<file path="config.mk">
export PLATFORM = sky130hd
export DESIGN_NAME = eq_coef_sequencer
export DESIGN_NICKNAME = d
export VERILOG_FILES = /design/src/rtl/eq_coef_sequencer.sv
export SDC_FILE = /design/constraint.sdc
export NUM_CORES = 1
export LEC_CHECK = 0
export BUFFER_PORTS_ARGS = -buffer_cell sky130_fd_sc_hd__buf_2
export CORE_ASPECT_RATIO = 1.1
export CORE_UTILIZATION = 64
export DETAILED_ROUTE_END_ITERATION = 6
export PLACE_DENSITY = 0.81
export RECOVER_POWER = 50
export SYNTH_ARGS = -nofsm -noshare
export SYNTH_HDL_FRONTEND = slang
export SYNTH_SLANG_ARGS = --single-unit
export TNS_END_PERCENT = 1
</file>
<file path="constraint.sdc">
create_clock -name clk -period 13.7 [get_ports clk]
set_input_delay 0.685 -clock clk [delete_from_list [all_inputs] [get_ports clk]]
set_output_delay 0.685 -clock clk [all_outputs]
set_load 0.005 [all_outputs]
</file>
<file path="src/rtl/eq_coef_sequencer.sv">
// rtl/eq_coef_sequencer.sv - 3-band EQ coefficient generator with one shared MAC and a double-buffered coefficient store
module eq_coef_sequencer #(
  parameter int NTAPS = 26,
  parameter int CW    = 18,
  parameter int LW    = 5
) (
  input  logic                 clk,
  input  logic                 rst,
  input  logic                 enter_n,
  input  logic signed [LW-1:0] bass_level,
  input  logic signed [LW-1:0] mid_level,
  input  logic signed [LW-1:0] treble_level,
  input  logic                 sample_tick,
  input  logic [4:0]           rd_addr,
  output logic signed [CW-1:0] rd_data,
  output logic                 coef_valid,
  output logic                 busy,
  output logic                 done
);

  localparam int AW = 25;
  localparam int RW = 10;

  localparam logic signed [RW-1:0] BASS_ROM [NTAPS] = '{
    10'sd2, 10'sd2, 10'sd3, 10'sd3, 10'sd4, 10'sd5, 10'sd6, 10'sd8, 10'sd10,
    10'sd11, 10'sd14, 10'sd16, 10'sd18, 10'sd21, 10'sd23, 10'sd26, 10'sd28,
    10'sd31, 10'sd33, 10'sd35, 10'sd37, 10'sd39, 10'sd40, 10'sd41, 10'sd42,
    10'sd42
  };

  localparam logic signed [RW-1:0] MID_ROM [NTAPS] = '{
    -10'sd1, -10'sd1, -10'sd2, -10'sd3, -10'sd4, -10'sd6, -10'sd9, -10'sd11,
    -10'sd14, -10'sd16, -10'sd18, -10'sd19, -10'sd19, -10'sd17, -10'sd13,
    -10'sd7, 10'sd1, 10'sd11, 10'sd22, 10'sd34, 10'sd47, 10'sd58, 10'sd69,
    10'sd78, 10'sd84, 10'sd87
  };

  localparam logic signed [RW-1:0] TREBLE_ROM [NTAPS] = '{
    -10'sd1, -10'sd1, 10'sd1, 10'sd2, 10'sd0, 10'sd0, 10'sd4, 10'sd8, 10'sd6,
    10'sd0, 10'sd4, 10'sd15, 10'sd11, -10'sd9, -10'sd15, 10'sd4, 10'sd7,
    -10'sd33, -10'sd67, -10'sd40, 10'sd0, -10'sd49, -10'sd155, -10'sd134,
    10'sd97, 10'sd344
  };

  typedef enum logic [2:0] {
    S_IDLE, S_LOAD, S_MAC_B, S_MAC_M, S_MAC_T, S_WR, S_PEND, S_DONE
  } state_t;

  state_t               state;
  logic                 enter_q;
  logic                 pending;
  logic                 act;
  logic [4:0]           k;
  logic signed [AW-1:0] acc;
  logic signed [LW-1:0] bass_r;
  logic signed [LW-1:0] mid_r;
  logic signed [LW-1:0] treble_r;

  logic                 req;
  logic signed [RW-1:0] rom_sel;
  logic signed [LW-1:0] lvl_sel;
  logic signed [AW-1:0] prod;
  logic signed [CW-1:0] wr_val;

  logic signed [CW-1:0] bank0 [NTAPS];
  logic signed [CW-1:0] bank1 [NTAPS];

  assign req = !enter_n && enter_q;

  // One multiplier shared by the three band passes; operands chosen by state.
  always_comb begin
    rom_sel = '0;
    lvl_sel = '0;
    case (state)
      S_MAC_B: begin rom_sel = BASS_ROM[k];   lvl_sel = bass_r;   end
      S_MAC_M: begin rom_sel = MID_ROM[k];    lvl_sel = mid_r;    end
      S_MAC_T: begin rom_sel = TREBLE_ROM[k]; lvl_sel = treble_r; end
      default: begin rom_sel = '0;            lvl_sel = '0;       end
    endcase
    prod   = AW'(rom_sel) * AW'(lvl_sel);
    wr_val = CW'(acc / AW'(3));
  end

  always_ff @(posedge clk) begin
    if (rst) begin
      state      <= S_IDLE;
      enter_q    <= 1'b1;
      pending    <= 1'b0;
      act        <= 1'b0;
      k          <= '0;
      acc        <= '0;
      bass_r     <= '0;
      mid_r      <= '0;
      treble_r   <= '0;
      busy       <= 1'b0;
      done       <= 1'b0;
      coef_valid <= 1'b0;
    end else begin
      enter_q <= enter_n;
      done    <= 1'b0;
      if (req && state != S_IDLE) pending <= 1'b1;
      case (state)
        S_IDLE: begin
          if (req) begin
            state <= S_LOAD;
            busy  <= 1'b1;
          end
        end
        S_LOAD: begin
          bass_r   <= bass_level;
          mid_r    <= mid_level;
          treble_r <= treble_level;
          k        <= '0;
          acc      <= '0;
          state    <= S_MAC_B;
        end
        S_MAC_B: begin
          acc   <= acc + prod;
          state <= S_MAC_M;
        end
        S_MAC_M: begin
          acc   <= acc + prod;
          state <= S_MAC_T;
        end
        S_MAC_T: begin
          acc   <= acc + prod;
          state <= S_WR;
        end
        S_WR: begin
          acc <= '0;
          if (k == 5'(NTAPS - 1)) begin
            state <= S_PEND;
          end else begin
            k     <= k + 5'd1;
            state <= S_MAC_B;
          end
        end
        S_PEND: begin
          if (sample_tick) begin
            act        <= ~act;
            coef_valid <= 1'b1;
            done       <= 1'b1;
            state      <= S_DONE;
          end
        end
        S_DONE: begin
          // A request landing in this very cycle is honoured like a pending one.
          if (pending || req) begin
            pending <= 1'b0;
            state   <= S_LOAD;
          end else begin
            busy  <= 1'b0;
            state <= S_IDLE;
          end
        end
        default: begin
          busy  <= 1'b0;
          state <= S_IDLE;
        end
      endcase
    end
  end

  // Shadow bank is whichever one the read port is not using.
  always_ff @(posedge clk) begin
    if (!rst && state == S_WR) begin
      if (act) bank0[k] <= wr_val;
      else     bank1[k] <= wr_val;
    end
  end

  always_ff @(posedge clk) begin
    if (rst) begin
      rd_data <= '0;
    end else if (!coef_valid || rd_addr >= 5'(NTAPS)) begin
      rd_data <= '0;
    end else begin
      rd_data <= act ? bank1[rd_addr] : bank0[rd_addr];
    end
  end

endmodule

</file>
After elaboration in Yosys (flattened, before gate mapping). Memory sizes are Yosys's and may differ from the RTL's. Index checks and enable logic that the tools add are counted.

Multiply operators: 1. Div/mod/pow operators: 1. Order comparisons: 2. $add $sub $neg: 2. Bitwise gates (word level): 3. Equality and inequality tests: 12. Reduce and logical (&&, ||, !) cells: 21. Mux-type cells: 30.

Operators by type and width (number): 2-to-1 mux 10 bit (6); one-hot mux 25 bit (2 select lines) (1); one-hot mux 10 bit (3 select lines) (1); adder 25 x 15 -> 25 bit (1); divider 25 x 3 -> 25 bit (second input constant) (1); one-hot mux 3 bit (8 select lines) (1); 2-to-1 mux 18 bit (1); multiplier 10 x 5 -> 15 bit (1); one-hot mux 5 bit (3 select lines) (1); 2-to-1 mux 1 bit (13); == test 3 bit (second input constant) (4); one-hot mux 5 bit (2 select lines) (1); 2-to-1 mux 3 bit (3); inequality test 2 bit (second input constant) (4); == test 3 x 2 -> 1 bit (second input constant) (2); >= comparator 6 bit (second input constant) (1); inverter 5 -> 6 bit (1); AND reduction 2 bit (3); nonzero test 2 bit (3); OR reduction 2 bit (3); adder 5 x 1 -> 5 bit (second input constant) (1); == test 5 bit (second input constant) (1); >= comparator 5 bit (second input constant) (1); 2-to-1 mux 5 bit (1); 10 further kinds (16).

Input port bits: 24. Memories: 5. Bits in writable memories: 936. Flip-flop bits (word level): 72. Memory bits (read-only): 960.

Memory list: bank0 (depth 26, bits a word 18, read ports 1, clocked after memory_dff 0, write ports 1, line 65) `logic signed [CW-1:0] bank0 [NTAPS];`; bank1 (depth 26, bits a word 18, read ports 1, clocked after memory_dff 0, write ports 1, line 66) `logic signed [CW-1:0] bank1 [NTAPS];`; (no name shown) (depth 32, bits a word 10, read ports 1, clocked after memory_dff 0, write ports 0, line 77) `S_MAC_T: begin rom_sel = TREBLE_ROM[k]; lvl_sel = treble_r; end`; (no name shown) (depth 32, bits a word 10, read ports 1, clocked after memory_dff 0, write ports 0, line 76) `S_MAC_M: begin rom_sel = MID_ROM[k]; lvl_sel = mid_r; end`; (no name shown) (depth 32, bits a word 10, read ports 1, clocked after memory_dff 0, write ports 0, line 75) `S_MAC_B: begin rom_sel = BASS_ROM[k]; lvl_sel = bass_r; end`.

Depth between registers and ports, before layout.
Depth after elaboration: 8. Depth in mapped cells: 45.

Worst setup path before layout. OpenSTA, ideal clock, no wires.

Path type: register to register. From: register acc[0]. To: memory bank0[0][2], data pin. Slack: 3.899 ns. Cell stages (with the launch flop): 32. Required time: 13.200 ns. Period minus slack after synthesis: 9.801 ns. Arrival: 9.301 ns. Path buffers: 3. Cells stage by stage: dfxtp_1 > inv_1 > ha_1 > or4b_1 > or3_1 > buf_2 > o41ai_1 > xnor2_1 > clkbuf_1 > nand3_1 > nor4_1 > a2111oi_4 > nand2_1 > clkbuf_1 > nor4_1 > o21ai_0 > and4_4 > nor3_2 > or3_4 > o21ai_4 > o2111ai_2 > nor2_2 > o21ai_0 > o32ai_2 > inv_1 > ha_1 > nand3b_1 > a21oi_1 > a311o_1 > nand2_1 > o21ai_0 > xnor2_1.

Cells in the longest elaborated chain, start to end: 1.

Ends and longest elaborated chain: start, declared (line 54) `logic signed [AW-1:0] acc;`; start signal, assigned (line 118) `acc <= acc + prod;`; start signal, assigned (line 122) `acc <= acc + prod;`; start signal, assigned (line 126) `acc <= acc + prod;`; divider 25 x 3 -> 25 bit (line 81) `wr_val = CW'(acc / AW'(3));`; net wr_val[2] (line 63) `logic signed [CW-1:0] wr_val;`; end, declared (line 65).

The timed path passes the listed nets, and every way through them passes these cells.

Worst setup path in the final report.
From: register acc[0]. To: memory bank1[0][12], data pin.

Cells in the longest elaborated chain, start to end: 1.

Ends and longest elaborated chain (line): divider 25 x 3 -> 25 bit (81); net wr_val[12] (63); end, declared (66).

The timed path passes the listed nets, and every way through them passes these cells.

==> impl_metrics.tcl <==
set metrics [dict create \
    status "finished with violations" \
    violations "max-capacitance violations, max-slew violations" \
    drc 0 \
    worst_pin_slew_ns 7.684 \
    pwr-share-seq 0.534 \
    leakagePower_nw 17.81 \
    ant_nets 0 \
    overflow 0 \
    routed_wl_mm 123.1 \
    power.switching_mw 1.400 \
    p_per_area_nw_per_um2 122.7 \
    yosys.cell_types.count 102 \
    cp.required_ns 13.98 \
    fp.coreArea_um2 72040 \
    hold_buffers 0 \
    io_pins 45 \
    timing.fmax_mhz 86.42 \
    critPathLaunchType "flop" \
    reg2reg_slack_ns 2.13 \
    end_kind "flop" \
    slowest_delay_ns 0.95 \
    port_buffers 44 \
    cts_buffers 95 \
    cts_tree "done" \
    cts_max_level 3 \
    crit_arrival_ns 11.85 \
    synth_area_leaders "edfxtp_1 (60%), mux4_2 (6.9%), mux2i_1 (4.2%)" \
    synthArstFlopShare 0 \
    ys_ff_latch 1008 \
    grt_use_total 0.3357 \
    drtIter0Drc 3625 \
    syn-num-nets 3416 \
    synth_top_area_cell "edfxtp_1" \
    rsz0062_at_grt "false" \
    wire_per_inst_um 28.49 \
    critical_path_class "flop to flop" \
    fin_ws_ns 2.128 \
    postPlaceCellArea_um2 48340 \
    p_total_mw 6.278 \
    cts.clk_slew.worst_paths_ns 0.06 \
    ir_drop_uv 109.5 \
    slew_headroom -4.123 \
    synth_top_area_share 0.6010 \
    grt_max_degree 96 \
    switching_share 0.2229 \
    nNetsFinal 3459 \
    cts_sinks 1008 \
    finalHoldViolCount 0 \
    place.gp.congestion 0.9220 \
    multiInputGateArea_um2 16170 \
    hold_path.class "input port to flop" \
    slew_violations 732 \
    drv_cap 31 \
    ys_dominant_reg_cell "edfxtp_1" \
    final_cell_area_um2 51160 \
    crit_end "bank1[0][12]" \
    reg2reg_depth 28 \
    hold_depth 3 \
    final-setup-viol-count 0 \
    cts_buffer_depth 3 \
    antenna_found_initial 0 \
    grt_pass1_wl_mm 182.6 \
    synthCells 3252 \
    synth.yosys.seq_area_share 0.6318 \
    path_max_fanout 52 \
    synth-edff-count 936 \
    vias_per_cell 6.848 \
    intPower_mw 4.878 \
    num_vias 29580 \
    r2r_start "acc[0]" \
    drive_gt1_frac 0.1304 \
    clockRootBuffer "clkbuf_16" \
    postCtsSetupBuffers 0 \
    setup_tns_ns 0 \
    syn_area_per_cell_um2 14.38 \
    dieWidth_um 259.7 \
    place.detailed.hpwl_mm 72.54 \
    start_util 0.6492 \
    fin_crit_sh 0.8446 \
    yosys_warnings 0 \
    dieArea_um2 74160 \
    synth_area_um2 46770 \
    pwr-share-clk 0.408 \
    rows 103 \
    r2r-end "bank1[0][12]" \
    min_period_ns 11.57 \
    fillCellCount 4469 \
    area.sequential_um2 29550 \
    post_cts_resized 0 \
    antenna_cells 0 \
    place_ws_ns 2.420 \
    critPathSlowestCell "xor2_4" \
    area_growth_pct 9.396 \
    grt_pass1_vias 29470 \
    startpoint "acc[0]" \
    power_frac_comb 0.058 \
    drt_first_pass_iters 5 \
    die_y_um 285.5 \
    skew_ns 0.04754 \
    clock_latency_ns 0.68 \
]
logic make-up (layout without fill, tap and decap cells):
| kind of cell | count (synthesis) | in the layout | share of synthesized area |
|---|---|---|---|
| buffers and inverters | 321 | 443 | 0.02662 |
| flip-flops | 1008 | 1008 | 0.6318 |
| AO/OA/AOI/OAI | 664 | 664 | 0.09487 |
| AND/OR/NAND/NOR | 696 | 696 | 0.06986 |
| XOR/XNOR | 78 | 78 | 0.01461 |
| adder cells (fa/ha/maj) | 142 | 142 | 0.05008 |
| multiplexers | 343 | 343 | 0.1121 |
synth_stat cells, drive strengths merged, types with 9 or more instances:
| cell | instances |
|---|---|
| a211oi | 88 |
| a21oi | 201 |
| a31oi | 22 |
| and2 | 18 |
| buf | 43 |
| clkbuf | 145 |
| dfxtp | 72 |
| edfxtp | 936 |
| fa | 76 |
| ha | 64 |
| inv | 131 |
| mux2i | 195 |
| mux4 | 144 |
| nand2 | 193 |
| nand2b | 16 |
| nand3 | 43 |
| nand4 | 13 |
| nor2 | 230 |
| nor2b | 45 |
| nor3 | 77 |
| nor4 | 15 |
| o211ai | 16 |
| o21ai | 131 |
| o221ai | 39 |
| o22ai | 42 |
| o31ai | 15 |
| or2 | 9 |
| or3 | 12 |
| xnor2 | 66 |
| xor2 | 12 |
through the flow:
stage / util / hold WS [ns] / std cells
2_1_floorplan: - / 0.4357 / 3252
3_3_place_gp: 0.6710 / 0.4470 / 4143
3_5_place_dp: 0.6710 / 0.4502 / 4143
4_1_cts: 0.7130 / 0.2663 / 4319
5_1_grt: 0.7102 / 0.3002 / 4319
6_report: 0.7102 / 0.2890 / 4319
routing by layer:
metal  up-vias  GRT usage  share of wire
li1      12620          -              -
met1     14760     0.4327           0.35
met2      1851     0.5509           0.49
met3       347    0.05219          0.095
met4         0     0.1828          0.057
met5         -          0              0
state kept, by name (all words and copies together), names as in the netlist:
name and count:
done 1, bank0 468, enter_q 1, busy 1, bass_r 5, act 1, state 3, bank1 468
treble_r 5, rd_data 18, pending 1, coef_valid 1, acc 25, mid_r 5, k 5
cell type report:
class,instances,area share
inverter,133,0.009758
sequential,1008,0.5776
clock inverter,60,0.01032
clock buffer,116,0.04882
multi-input combinational,1923,0.3161
timing repair buffer,134,0.01428
tap,945,0.02311
power by group through the flow:
stage	Clock, mW	Combinational [mW]	Sequential [mW]
floorplan	0	0.238	3.42
global placement	0	0.330	3.42
detailed placement	0	0.342	3.42
CTS	2.57	0.348	3.35
global route	2.69	0.382	3.35
finish	2.56	0.361	3.35
worst max-delay path: cells and delay by family (launching register included):
| family | cells | cell delay [ns] |
|---|---|---|
| compound gates | 14 | 5.51 |
| buf+inv | 2 | 0.28 |
| fa+ha+maj | 2 | 0.52 |
| simple gates | 9 | 3.56 |
| xor+xnor | 1 | 0.95 |
| flops | 1 | 0.36 |
layout by cell type, fill, tap and decap left out, types with 87 or more instances in the layout:
cell | synthesis | layout
edfxtp_1 | 936 | 936
nor2_1 | 228 | 225
a21oi_1 | 201 | 201
mux2i_1 | 195 | 195
nand2_1 | 190 | 189
mux4_2 | 144 | 144
inv_1 | 131 | 131
o21ai_0 | 117 | 117
clkbuf_16 | 0 | 96
a211oi_1 | 87 | 87
worst min-delay path by stage:
stage,startpoint,to,slack (ns)
floorplan,bass_r[0],bass_r[0],0.44
global placement,mid_r[0],mid_r[0],0.45
detailed placement,mid_r[4],mid_r[4],0.45
CTS,mid_level[1],mid_r[1],0.27
global route,bass_level[3],bass_r[3],0.30
finish,mid_level[1],mid_r[1],0.29
Power figures use the tool's default switching activity.
